<file path="config.mk">
export PLATFORM = sky130hd
export DESIGN_NAME = parity_frame_ctrl_flat
export DESIGN_NICKNAME = d
export VERILOG_FILES = /design/src/rtl/parity_frame_ctrl_if.sv /design/src/rtl/parity_frame_ctrl.sv /design/src/flat_wrapper.sv
export SDC_FILE = /design/constraint.sdc
export NUM_CORES = 1
export LEC_CHECK = 0
export CORE_MARGIN = 2
export CORE_UTILIZATION = 30
export DETAILED_ROUTE_END_ITERATION = 10
export GPL_ROUTABILITY_DRIVEN = 1
export HOLD_SLACK_MARGIN = 0.15
export PLACE_DENSITY = 0.52
export SYNTH_ARGS = -nofsm -noshare
export SYNTH_HDL_FRONTEND = slang
export SYNTH_SLANG_ARGS = --single-unit
</file>
<file path="constraint.sdc">
create_clock -name clk -period 3.9 [get_ports clk]
set_input_delay 0.585 -clock clk [delete_from_list [all_inputs] [get_ports clk]]
set_output_delay 0.585 -clock clk [all_outputs]
set_load 0.01 [all_outputs]
</file>
<file path="src/rtl/parity_frame_ctrl_if.sv">
// Word-in / result-out handshake bundle for parity_frame_ctrl.
// The slave modport is the controller's view; master is the upstream/downstream side.
interface parity_frame_ctrl_if #(
  parameter int DATA_W = 8
);
  logic              in_valid;
  logic              in_ready;
  logic [DATA_W-1:0] in_data;
  logic              in_par;
  logic              out_valid;
  logic              out_ready;
  logic [DATA_W-1:0] out_data;
  logic              out_err;

  modport master (
    output in_valid, in_data, in_par, out_ready,
    input  in_ready, out_valid, out_data, out_err
  );

  modport slave (
    input  in_valid, in_data, in_par, out_ready,
    output in_ready, out_valid, out_data, out_err
  );
endinterface

</file>
<file path="src/rtl/parity_frame_ctrl.sv">
// Frame sequencer for an external serial parity checker: capture word, clear checker,
// stream bits LSB-first, sample the Mealy output on the last bit, return a pass/fail result.
module parity_frame_ctrl #(
  parameter int DATA_W = 8,
  parameter bit ODD    = 1'b0
) (
  input  logic                clk,
  input  logic                rst,
  parity_frame_ctrl_if.slave  bus,
  output logic [7:0]          err_cnt,
  output logic                busy,
  output logic                pc_clr,
  output logic                pc_x,
  input  logic                pc_z
);

  localparam int CNT_W = (DATA_W > 1) ? $clog2(DATA_W) : 1;
  localparam logic [CNT_W-1:0] LAST = CNT_W'(DATA_W - 1);

  typedef enum logic [1:0] {IDLE, CLR, SHIFT, RESULT} state_t;

  state_t            state;
  state_t            next_state;
  logic [DATA_W-1:0] data_q;
  logic              par_q;
  logic [CNT_W-1:0]  cnt;
  logic [DATA_W-1:0] out_data_q;
  logic              out_err_q;
  logic              in_ready;
  logic              out_valid;
  logic              calc_par;

  assign calc_par      = pc_z;
  assign bus.in_ready  = in_ready;
  assign bus.out_valid = out_valid;
  assign bus.out_data  = out_data_q;
  assign bus.out_err   = out_err_q;

  always_ff @(posedge clk) begin
    if (!rst) begin
      state <= IDLE;
    end else begin
      state <= next_state;
    end
  end

  always_comb begin
    next_state = state;
    in_ready   = 1'b0;
    out_valid  = 1'b0;
    busy       = 1'b1;
    pc_clr     = 1'b0;
    pc_x       = 1'b0;
    case (state)
      IDLE: begin
        in_ready = 1'b1;
        busy     = 1'b0;
        if (bus.in_valid) next_state = CLR;
      end
      CLR: begin
        pc_clr     = 1'b1;
        next_state = SHIFT;
      end
      SHIFT: begin
        pc_x = data_q[cnt];
        if (cnt == LAST) next_state = RESULT;
      end
      RESULT: begin
        out_valid = 1'b1;
        if (bus.out_ready) next_state = IDLE;
      end
      default: next_state = IDLE;
    endcase
  end

  // Result registers load on the final shift so they hold through IDLE/CLR/SHIFT of the next frame.
  always_ff @(posedge clk) begin
    if (!rst) begin
      data_q     <= '0;
      par_q      <= 1'b0;
      cnt        <= '0;
      out_data_q <= '0;
      out_err_q  <= 1'b0;
      err_cnt    <= 8'd0;
    end else begin
      case (state)
        IDLE: begin
          if (bus.in_valid) begin
            data_q <= bus.in_data;
            par_q  <= bus.in_par;
          end
        end
        CLR: cnt <= '0;
        SHIFT: begin
          cnt <= cnt + 1'b1;
          if (cnt == LAST) begin
            out_data_q <= data_q;
            out_err_q  <= calc_par ^ par_q ^ ODD;
          end
        end
        RESULT: begin
          if (bus.out_ready && out_err_q && (err_cnt != 8'hFF)) err_cnt <= err_cnt + 8'd1;
        end
        default: ;
      endcase
    end
  end

endmodule
</file>
<file path="src/flat_wrapper.sv">
// flat-port wrapper written by rule: the top's interface ports become plain ports
module parity_frame_ctrl_flat 
#(
  parameter int DATA_W = 8,
  parameter bit ODD    = 1'b0
)
  (clk, rst, err_cnt, busy, pc_clr, pc_x, pc_z, bus_in_valid, bus_in_data, bus_in_par, bus_out_ready, bus_in_ready, bus_out_valid, bus_out_data, bus_out_err);
  parity_frame_ctrl_if #(.DATA_W(DATA_W)) bus_i ();
  input  logic clk;
  input  logic rst;
  output logic [7:0] err_cnt;
  output logic busy;
  output logic pc_clr;
  output logic pc_x;
  input  logic pc_z;
  input wire logic [$bits(bus_i.in_valid)-1:0] bus_in_valid;
  input wire logic [$bits(bus_i.in_data)-1:0] bus_in_data;
  input wire logic [$bits(bus_i.in_par)-1:0] bus_in_par;
  input wire logic [$bits(bus_i.out_ready)-1:0] bus_out_ready;
  output wire logic [$bits(bus_i.in_ready)-1:0] bus_in_ready;
  output wire logic [$bits(bus_i.out_valid)-1:0] bus_out_valid;
  output wire logic [$bits(bus_i.out_data)-1:0] bus_out_data;
  output wire logic [$bits(bus_i.out_err)-1:0] bus_out_err;
  assign bus_i.in_valid = bus_in_valid;
  assign bus_i.in_data = bus_in_data;
  assign bus_i.in_par = bus_in_par;
  assign bus_i.out_ready = bus_out_ready;
  assign bus_in_ready = bus_i.in_ready;
  assign bus_out_valid = bus_i.out_valid;
  assign bus_out_data = bus_i.out_data;
  assign bus_out_err = bus_i.out_err;
  parity_frame_ctrl #(.DATA_W(DATA_W), .ODD(ODD)) u_core (.clk(clk), .rst(rst), .bus(bus_i), .err_cnt(err_cnt), .busy(busy), .pc_clr(pc_clr), .pc_x(pc_x), .pc_z(pc_z));
endmodule
</file>
==> results summary, run 1 <==
The internal power consumption came out at 675 uW. The average wire per standard cell is 13.0 um. In the routed design, unresolved DRC markers number 0. In this run the worst hold path is classified as reg -> reg. After clock tree synthesis, the flow added hold-fix buffers numbering 0. By area, the combinational part of the netlist is dominated by simple AND/OR/NAND/NOR gates. The total power is 964 uW.

The number of port buffers is 35. The net total in the final layout came out at 217. The worst setup slack after layout came out at 1.38 ns.

The worst path uses 64.6% of the clock period. The number of global-route vias before repair was 1210. Setup violations remaining at the end of the flow were counted as 0. Setup repair after global routing left no endpoint under its margin.

The commonest cells after synthesis are 31 x sky130_fd_sc_hd__dfxtp_1, 29 x sky130_fd_sc_hd__nand2_1, 23 x sky130_fd_sc_hd__a21oi_1. The buffer depth of the longest clock path came out at 2. The post-route cell area came out at 1900 um^2. The worst slew slack as a fraction of its limit is 36.7%. Once the clock tree was built, the resizer swapped 0 gates to a different size. The post-route setup TNS is 0 ns. From synthesis to final layout, the design area changed by 36.6%. The source-to-sink clock delay at the later pin of the worst-skew pair came out at 0.28 ns. The critical path goes through mux4_2 -> mux2i_1 -> nor2b_1 -> clkdlybuf4s50_1.

Counting every sink on the clock net gives 31. The met1 track utilization from global routing came out at 15.0%. Based on the critical path, the design can be clocked at up to 397 MHz. The clock share of power came out at 33.9%.

In this run the most used layer during global routing was met2. For the worst setup path, the data required time is 3.31 ns. The CTS buffer count is 5. The antenna diode count came out at 0.

Yosys attributes the largest share of cell area to sky130_fd_sc_hd__dfxtp_1 45%, sky130_fd_sc_hd__a21oi_1 8.3%, sky130_fd_sc_hd__nand2_1 7.8%, sky130_fd_sc_hd__ha_1 7.2%, sky130_fd_sc_hd__nand3_1 4.7%. The post-synthesis sequential element count is 31. The half-perimeter wire length after placement came out at 2.40 mm. The post-synthesis share of cell area spent on xor and xnor gates came out at 2.52%. For this design, the slowest cell found on the critical path is sky130_fd_sc_hd__mux4_2. The post-detailed-route via-to-cell ratio came out at 4.98. The switching part of the total came out at 30.0%. The leakage power figure is 0.705 nW. sky130_fd_sc_hd__dfxtp_1 is the most common cell in the netlist. Per report_power, the sequential group accounts for 38.6% of the total.

The clock tree synthesis step divided the H-tree into 2 levels. The proportion of power drawn by combinational gates is 27.5%. The floorplan step set the die height to 72.1 um.

The worst-case vdd ir drop came out at 233 uV. The fraction of the yosys area taken by sequential cells came out at 44.6%. The tightest hold margin is 0.456 ns. The cell area after placement came out at 1780 um^2. The detailed-route via count is 1234. The cell area power density came out at 507 nW/um^2. The number of buffers added for setup after CTS is 0.

Before CTS, the worst setup slack after placement is 1.63 ns. The global route total overflow came out at 0. The post-route minimum period is 2.52 ns. The cell row count came out at 24. The critical path in this run is classified as reg -> out. The count of antenna-violating nets left after detailed routing is 0. The final-report hold violation count is 0. The top flip-flop cell by instance count after synthesis is sky130_fd_sc_hd__dfxtp_1. After Yosys synthesis, full adders, half adders and majority gates account for 7.19% of the synthesized area. For this run, the slowest stage of the critical path takes 0.53 ns. The post-synthesis simple-gate area fraction came out at 22.0%. The post-synthesis cell area is 1390 um^2.

The met2 demand-to-capacity share in global routing came out at 23.0%. The initial antenna violation count is 0. Counting flops with an async set or reset pin after synthesis yields a share of 0%. The number of primary I/O pins came out at 36.

TritonCTS built the clock tree. The kind of capture point of the worst setup path is an output pin. The portion of synthesized area spent on multiplexers is 6.20%.

In the final layout, the share of cells above drive strength 1 is 8.16%. The netlist uses 31 different library cells. In this run the horizontal extent of the chip is 72.1 um.

The run finished with clean final reports. The overall routed net length is 3.22 mm. The post-synthesis compound-gate area fraction is 13.7%. The fraction of post-synthesis cell area in the top cell type by area is 44.6%. The max-slew violation count is 0. The post-synthesis cell count is 159. The pin count of the biggest net entering global routing came out at 32.

The first TritonRoute pass finished after 6 iterations. At the pin with the least slew margin, the transition time is 0.948 ns. The biggest area contributor in the post-synthesis netlist is sky130_fd_sc_hd__dfxtp_1. CTS placed an instance of sky130_fd_sc_hd__clkbuf_8 at the clock tree root. Data on the critical path arrives at its endpoint at 1.94 ns. In this run, the number of DRC markers left after iteration 0 of detailed routing was 38.

Global routing consumed, over all layers together, 13.4% of the routing resources. The synthesized design contains 0 enable-type register cells. Synthesis produced a netlist with a net count of 181. STA classifies the critical path startpoint as a register.

The clock input transition at the sequential cells of the worst setup and hold paths came out at 0.06 ns. The synthesized area per cell is 8.76 um^2. For this configuration, the core starts out at a cell density of 31.5%. The floorplan step defined a die boundary enclosing 5200 um^2.

The standard cell core area is 4410 um^2. Global routing used 4.31% of the available met3 tracks. The highest fanout seen on the critical path came out at 4.

The first global-routing pass estimated 5.40 mm of wire. The net switching component of the power came out at 289 uW. The tool flagged a number of max-cap violations equal to 0. The final RePlAce weighted congestion is 0.789.

The number of warnings issued by yosys came out at 0. The worst clock skew came out at 0.00196 ns.
layout make-up:
| class | instances | area, um^2 |
|---|---|---|
| tap | 52 | 65.1 |
| clock inverter | 2 | 35.0 |
| inverter | 8 | 30.0 |
| clock buffer | 6 | 82.6 |
| sequential | 31 | 621 |
| fill | 432 | 2510 |
| timing repair buffer | 35 | 350 |
| multi-input combinational | 114 | 718 |
registers in the layout (all words and copies together) (netlist names):
register             count
u_core.data_q            8
u_core.cnt               3
u_core.err_cnt           8
u_core.bus.out_err       1
u_core.par_q             1
u_core.state             2
u_core.bus.out_data      8
critical path, delay by kind of cell, from the launching register on:
family                 cells  cell delay, ns
multiplexers               2            0.68
flip-flops                 1            0.43
AND/OR/NAND/NOR            1            0.06
buffers and inverters      1            0.48
placed cells by master, fill, tap and decap left out, types with 3 or more instances in the layout:
master	synthesis	layout
sky130_fd_sc_hd__clkdlybuf4s50_1	0	35
sky130_fd_sc_hd__dfxtp_1	31	31
sky130_fd_sc_hd__nand2_1	29	29
sky130_fd_sc_hd__a21oi_1	23	23
sky130_fd_sc_hd__nand3_1	13	13
sky130_fd_sc_hd__nor2_1	9	9
sky130_fd_sc_hd__inv_1	8	8
sky130_fd_sc_hd__ha_1	8	8
sky130_fd_sc_hd__clkbuf_8	0	6
sky130_fd_sc_hd__mux2i_1	3	3
sky130_fd_sc_hd__xor2_1	3	3
path summary, 6_finish.rpt:
path              depth (start not counted)  slack (ns)                endpoint                    from
setup / recovery                          4        1.38                    pc_x           u_core.cnt[0]
hold / removal                            2        0.46  u_core.bus.out_data[0]  u_core.bus.out_data[0]
setup reg to reg                          6        2.04         u_core.state[1]           u_core.cnt[0]
hold reg to reg                           2        0.46  u_core.bus.out_data[0]  u_core.bus.out_data[0]
per-layer routing:
metal	part of all wire (%)	vias up
met5	0	-
li1	-	626
met2	49	37
met3	6.6	6
met4	1.9	0
met1	43	565
cells by family after synthesis:
| family | after synthesis |
|---|---|
| AOI/OAI and AO/OA | 33 |
| xor gates and xnor gates | 4 |
| adders and majority gates | 8 |
| buffers and inverters | 14 |
| DFF | 31 |
| muxes | 6 |
| and+or+nand+nor | 63 |
power by group through the flow:
stage	logic, mW	clock network [mW]	registers, mW
2_1_floorplan	0.172	0	0.371
3_3_place_gp	0.253	0	0.378
3_5_place_dp	0.267	0	0.379
4_1_cts	0.267	0.336	0.372
5_1_grt	0.289	0.349	0.377
6_report	0.265	0.327	0.372
stage by stage:
stage          std cells  util (%)
2_1_floorplan        159         -
3_3_place_gp         240      40.4
3_5_place_dp         240      40.4
4_1_cts              248      43.1
5_1_grt              248      43.1
6_report             248      43.1
(Power assumes the default switching activity.)
==> run 2: changes to the inputs <==
clock period = 2.63 ns   (was 3.9 ns; I/O delays follow)
==> results summary, run 2 (synthesis gave the netlist of run 1 again) <==
The flow ran to the end, and the final reports show no timing, DRC or antenna violations. The slew of the pin with the lowest slew margin came out at 0.536 ns. The startpoint of the lowest-slack hold path is u_core.bus.out_data[0]. The worst clock skew came out at 0.00184 ns. The number of port buffers is 35. The worst-case vdd ir drop came out at 309 uV. The total instance count after detailed placement came out at 241. The standard cell core area came out at 4410 um^2. The number of buffers added for setup after CTS is 0. The setup slack of the worst register-to-register path came out at 0.82 ns. After layout, the minimum clock period comes to 2.30 ns. The first routing iteration left 60 violations. The half-perimeter wire length after placement is 2.27 mm. The detailed-routing iteration count for the pre-antenna-repair pass came out at 6. The horizontal extent of the die came out at 72.1 um. The final RePlAce weighted congestion is 0.790.

The initial antenna violation count came out at 0. The hold path depth is 2. STA classifies the critical path startpoint as a register. The global-route wire length before repair came out at 5.38 mm. The area taken by flip-flops and latches is 621 um^2.

On the worst path, the slowest cell contributes a delay of 0.53 ns. The critical path depth came out at 4. The area of the multi-input gates came out at 718 um^2. The max-capacitance violation count came out at 0. Counting the buffers created by CTS gives 5.

At the later pin of the worst-skew pair, clock insertion delay measures 0.28 ns. The pin count of the biggest net entering global routing is 32. The max-slew violation count came out at 0. The arrival time at the worst endpoint is 1.91 ns. Buffers inserted to repair hold after CTS numbered 0. The detailed-route via count is 1240.

The start of the worst register-to-register path is u_core.cnt[0]. For this design the top-level I/O count stands at 36. The repair_antennas step left the layout with diodes totalling 0. The buffer depth of the longest clock path came out at 2.

The initial core utilization came out at 31.5%. The required time reported for the critical path endpoint came out at 2.24 ns. The filler cell count in the final layout came out at 443. The post-route core utilization is 42.6%. In this run the static leakage power is 0.696 nW. The count of antenna-violating nets left after detailed routing is 0. The post-route setup TNS came out at 0 ns. The total setup violations reported at the end of the flow is 0. The path depth of the worst reg2reg path came out at 6. The tree built by TritonCTS fans out to 31 sinks. The floorplan die height is 72.1 um. The net total in the final layout is 218. The cell area power density came out at 695 nW/um^2.

The cell row count is 24. The worst slew slack as a fraction of its limit is 64.3%. The number of cells upsized or downsized after cts is 0. The overall routed net length is 3.10 mm. The capture endpoint of the worst hold path is u_core.bus.out_data[0].

The min-delay analysis places its worst path in the category reg -> reg. The kind of cell with the highest combined delay along the critical path is multiplexers. Leaving out fill and tap cells, the most frequent cell in the layout is sky130_fd_sc_hd__clkdlybuf4s50_1. The final-report hold violation count came to 0.

The average wire per standard cell came out at 12.5 um. The buffer and inverter count on the worst path is 1. The combined global-route utilization of all metal layers is 13.4%. The number of global-route vias before repair is 1169. The cell with the largest stage delay on the worst path is sky130_fd_sc_hd__mux4_2. Setup repair after global routing left no endpoint under its margin. The share of layout cells above drive strength 1 came out at 8.16%. Derived from the worst setup path, the maximum achievable clock frequency is 435 MHz. The area added between synthesis and finish came out at 35.0%. Clock-pin slew was measured on the worst setup and hold paths at 0.06 ns. The die footprint is 5200 um^2.

TritonCTS built the clock tree. The worst setup path is captured at an output pin. With fillers left out, the area of the finished cells amounts to 1880 um^2. In the layout the commonest cells are 35 x sky130_fd_sc_hd__clkdlybuf4s50_1, 31 x sky130_fd_sc_hd__dfxtp_1, 29 x sky130_fd_sc_hd__nand2_1. The root cell of the clock tree is sky130_fd_sc_hd__clkbuf_8. The post-detailed-route via-to-cell ratio came out at 5.00. After layout, the worst path uses 87.5% of the clock period. The DRC violations left is 0. Global routing finished with a remaining overflow of 0. The H-tree depth reported by CTS is 2. The endpoint of the lowest-slack register-to-register path is u_core.state[1].

The critical path is of the reg -> out type. The cell area after placement is 1790 um^2. The signal on the critical path passes through mux4_2 -> mux2i_1 -> nor2b_1 -> clkdlybuf4s50_1. The number of standard cells in the layout, taps in and fillers out is 248. The highest fanout seen on the critical path is 4.
-- run 2: worst max-delay path by stage --
stage | startpoint | endpoint
4_1_cts | u_core.cnt[0] | pc_x
6_report | u_core.cnt[0] | pc_x
3_3_place_gp | u_core.cnt[0] | pc_x
2_1_floorplan | u_core.cnt[0] | u_core.state[1]
5_1_grt | u_core.cnt[0] | pc_x
3_5_place_dp | bus_in_valid | u_core.state[1]
-- run 2: worst reg2reg max path: stages, from the launching register on --
cell and delay [ns]:
sky130_fd_sc_hd__dfxtp_1 0.43, sky130_fd_sc_hd__ha_1 0.19, sky130_fd_sc_hd__ha_1 0.19, sky130_fd_sc_hd__inv_1 0.06, sky130_fd_sc_hd__a222oi_1 0.53, sky130_fd_sc_hd__mux2i_1 0.24
sky130_fd_sc_hd__nor2_1 0.05
-- run 2: layout make-up --
type	count	area share, %
multi-input cells	114	38.2
flip-flops and latches	31	33.0
repair buffers	36	19.0
clock buffers	6	4.39
well taps	52	3.46
inverters	8	1.60
clock inverters	1	0.266
-- run 2: report_power, final --
| part | internal (mW) | total (mW) | leakage, nW | switching [mW] |
|---|---|---|---|---|
| Combinational | 0.182 | 0.382 | 0.397 | 0.200 |
| Clock | 0.205 | 0.374 | 0.0470 | 0.170 |
| Sequential | 0.512 | 0.550 | 0.251 | 0.0382 |
| Total | 0.899 | 1.31 | 0.696 | 0.408 |
-- run 2: metal layers --
metal | part of all wire [%] | up-vias | GRT usage, %
met3 | 6.0 | 5 | 4.58
li1 | - | 619 | -
met1 | 44 | 584 | 16.7
met2 | 47 | 32 | 20.4
met5 | 0 | - | 0
met4 | 2.0 | 0 | 6.71
-- run 2: through the flow --
step	power, mW	setup WS, ns	hold WS (ns)
floorplan	0.804	1.01	0.442
finish	1.31	0.329	0.456
detailed placement	0.946	0.613	0.454
global placement	0.937	0.637	0.447
CTS	1.32	0.299	0.463
global route	1.39	0.218	0.475
==> patch, RTL diff (config.mk and constraints of run 2) <==
The 4 states of `state_t` get a one-hot encoding in 4 bits.
--- a/src/rtl/parity_frame_ctrl.sv
+++ b/src/rtl/parity_frame_ctrl.sv
@@ -19,3 +19,3 @@
 
-  typedef enum logic [1:0] {IDLE, CLR, SHIFT, RESULT} state_t;
+  typedef enum logic [3:0] {IDLE = 4'b0001, CLR = 4'b0010, SHIFT = 4'b0100, RESULT = 4'b1000} state_t;
 
Behaviour: same outputs for any inputs over 10 cycles, from zero or initial values and one cycle with rst low; not proved beyond that.
==> patch against run 2 <==
First-iteration DRC count down 13%; routed wire length up 15%; setup slack worse by 54 ps; global-route usage up 0.47 points; die area up 9.2%; final area up 6.9%; critical path depth unchanged; sequential cell count up 2; highest routed layer unchanged; synthesized area up 9.7%; count of clock-buffer cells in the layout down 1.
Power is not compared: it rests on default switching activity, and its combinational part moved more than twofold at a synthesized area within 25%.
==> patch: results (changes against run 2) <==
| Metric | Value |
|---|---|
| Top post-synthesis cells by area | dfxtp_1 43%, a21oi_1 7.9%, nand2_1 7.1% |
| Beginning of the critical path | u_core.cnt[0] |
| Cts bufs inserted | 5 (unchanged) |
| Synth unique cells | 38 (+23%) |
| Hold Startpoint | u_core.bus.out_data[3] |
| Clock root cell | clkbuf_8 |
| DRT Wirelength | 3575 um (+15%) |
| FF-to-FF Start | u_core.state[3] |
| Post-synth top cells | 33 x dfxtp_1, 29 x nand2_1, 24 x a21oi_1 |
| First-pass GRT wire length | 5892 um (+9.5%) |
| Status | finished, final reports clean |
| Clock Skews | 4.010 ps (+2.169 ps) |
| DP HPWL | 2608 um (+15%) |
| Antenna violations before repair | 0 (unchanged) |
| DRT Pass-1 Iters | 4 (-2) |
| Routability cong. | 0.8435 (+6.8%) |
| Fill cells | 512 (+16%) |
| GRT Util Overall | 13.82% (+0.47 points) |
| I/O Buffers | 35 (unchanged) |
| Synth Net Count | 194 (+7.2%) |
| CTS H-tree depth | 2 (unchanged) |
| LEAKAGE | 0.6783 nW |
| Layout cells sized above 1 | 9.615% (+1.5 points) |
| Post-synth EDFFs | 0 (unchanged) |
| Largest net degree at the start of global routing | 29 (-9.4%) |
| Critical Path Fanout Max | 6 (+2) |
| Async SR Flop Fraction | 0% (unchanged) |
| Post-CTS sizing | 0 (unchanged) |
| Worst hold path class | flop to flop |
| Vias per cell | 4.985 (-0.29%) |
| ANT cells | 0 (unchanged) |
| Setup bufs post-CTS | 0 (unchanged) |
| Iter 0 DRT Violations | 52 (-13%) |
| Nets | 226 (+3.7%) |
| Sequential share of the synthesized area | 43.24% (-1.3 points) |
| Vias in the first global route | 1259 (+7.7%) |
| Max-slew headroom | 64.90% (+0.62 points) |
## patch: changes by cell type after synthesis, sizes merged, moves of 3 or more
| cell | before | now |
|---|---|---|
| nand3 | 13 | 21 |
| nor4 | 0 | 3 |
| clkbuf | 5 | 8 |
| buf | 1 | 4 |
| ha | 8 | 3 |
| inv | 8 | 4 |
| nor4b | 0 | 3 |
| nor3 | 0 | 4 |
## patch: final timing paths
kind | to | slack (ps) | cells past startpoint
setup / recovery | pc_x | 280 | 4
hold / removal | u_core.bus.out_data[3] | 450 | 2
setup reg to reg | u_core.err_cnt[6] | 810 | 4
hold reg to reg | u_core.bus.out_data[3] | 450 | 2
## patch: cell type report
cell class	count	area [um2]	area share (%)
multi-input cells	128	810.8	40.35
clock inverters	1	5.005	0.2491
flip-flops and latches	33	660.6	32.88
repair buffers	37	365.4	18.18
inverters	4	15.01	0.7472
clock buffers	5	68.82	3.425
well taps	67	83.83	4.172
## patch: per-stage QoR
stage	worst slack [ps]	instance area (um2)	hold WS, ps	utilization [%]	cells
after floorplan	834.1	1528	446.4	-	177
after global placement	613.1	1936	446.3	40.18	269
after detailed placement	571.7	1936	446.8	40.18	269
after CTS	263.2	2009	455.7	41.71	275
after global routing	118.2	2009	477.9	41.71	275
final	275.3	2009	452.5	41.71	275
## patch: kinds of logic after synthesis
family / Yosys count / synth area share, %
compound gates: 36 / 15.48
xor+xnor: 2 / 1.147
fa+ha+maj: 3 / 2.457
buf+inv: 16 / 4.096
flops: 33 / 43.24
mux: 6 / 5.569
simple gates: 81 / 28.01
## patch: per-layer routing
metal | wire length (um) | vias to the layer above | share of wire (%) | track usage, %
met2 | 1563 | 42 | 44 | 19.90
met3 | 227 | 7 | 6.3 | 2.513
met5 | 0 | - | 0 | 0
met4 | 82 | 0 | 2.3 | 7.992
met1 | 1703 | 629 | 48 | 19.34
li1 | - | 693 | - | -
## patch: critical path, cell delays in order (launching register included)
cell and delay [ps]:
dfxtp_1 450, mux4_2 540, mux2i_1 150, nor2b_1 60, clkdlybuf4s50_1 480
## patch: power groups by stage
stage	sequential [mW]	clock (mW)	combinational (mW)
2_1_floorplan	0.530	0	0.0487
3_3_place_gp	0.537	0	0.0840
6_report	0.527	0.340	0.0851
3_5_place_dp	0.538	0	0.0856
4_1_cts	0.526	0.354	0.0862
5_1_grt	0.529	0.376	0.0942
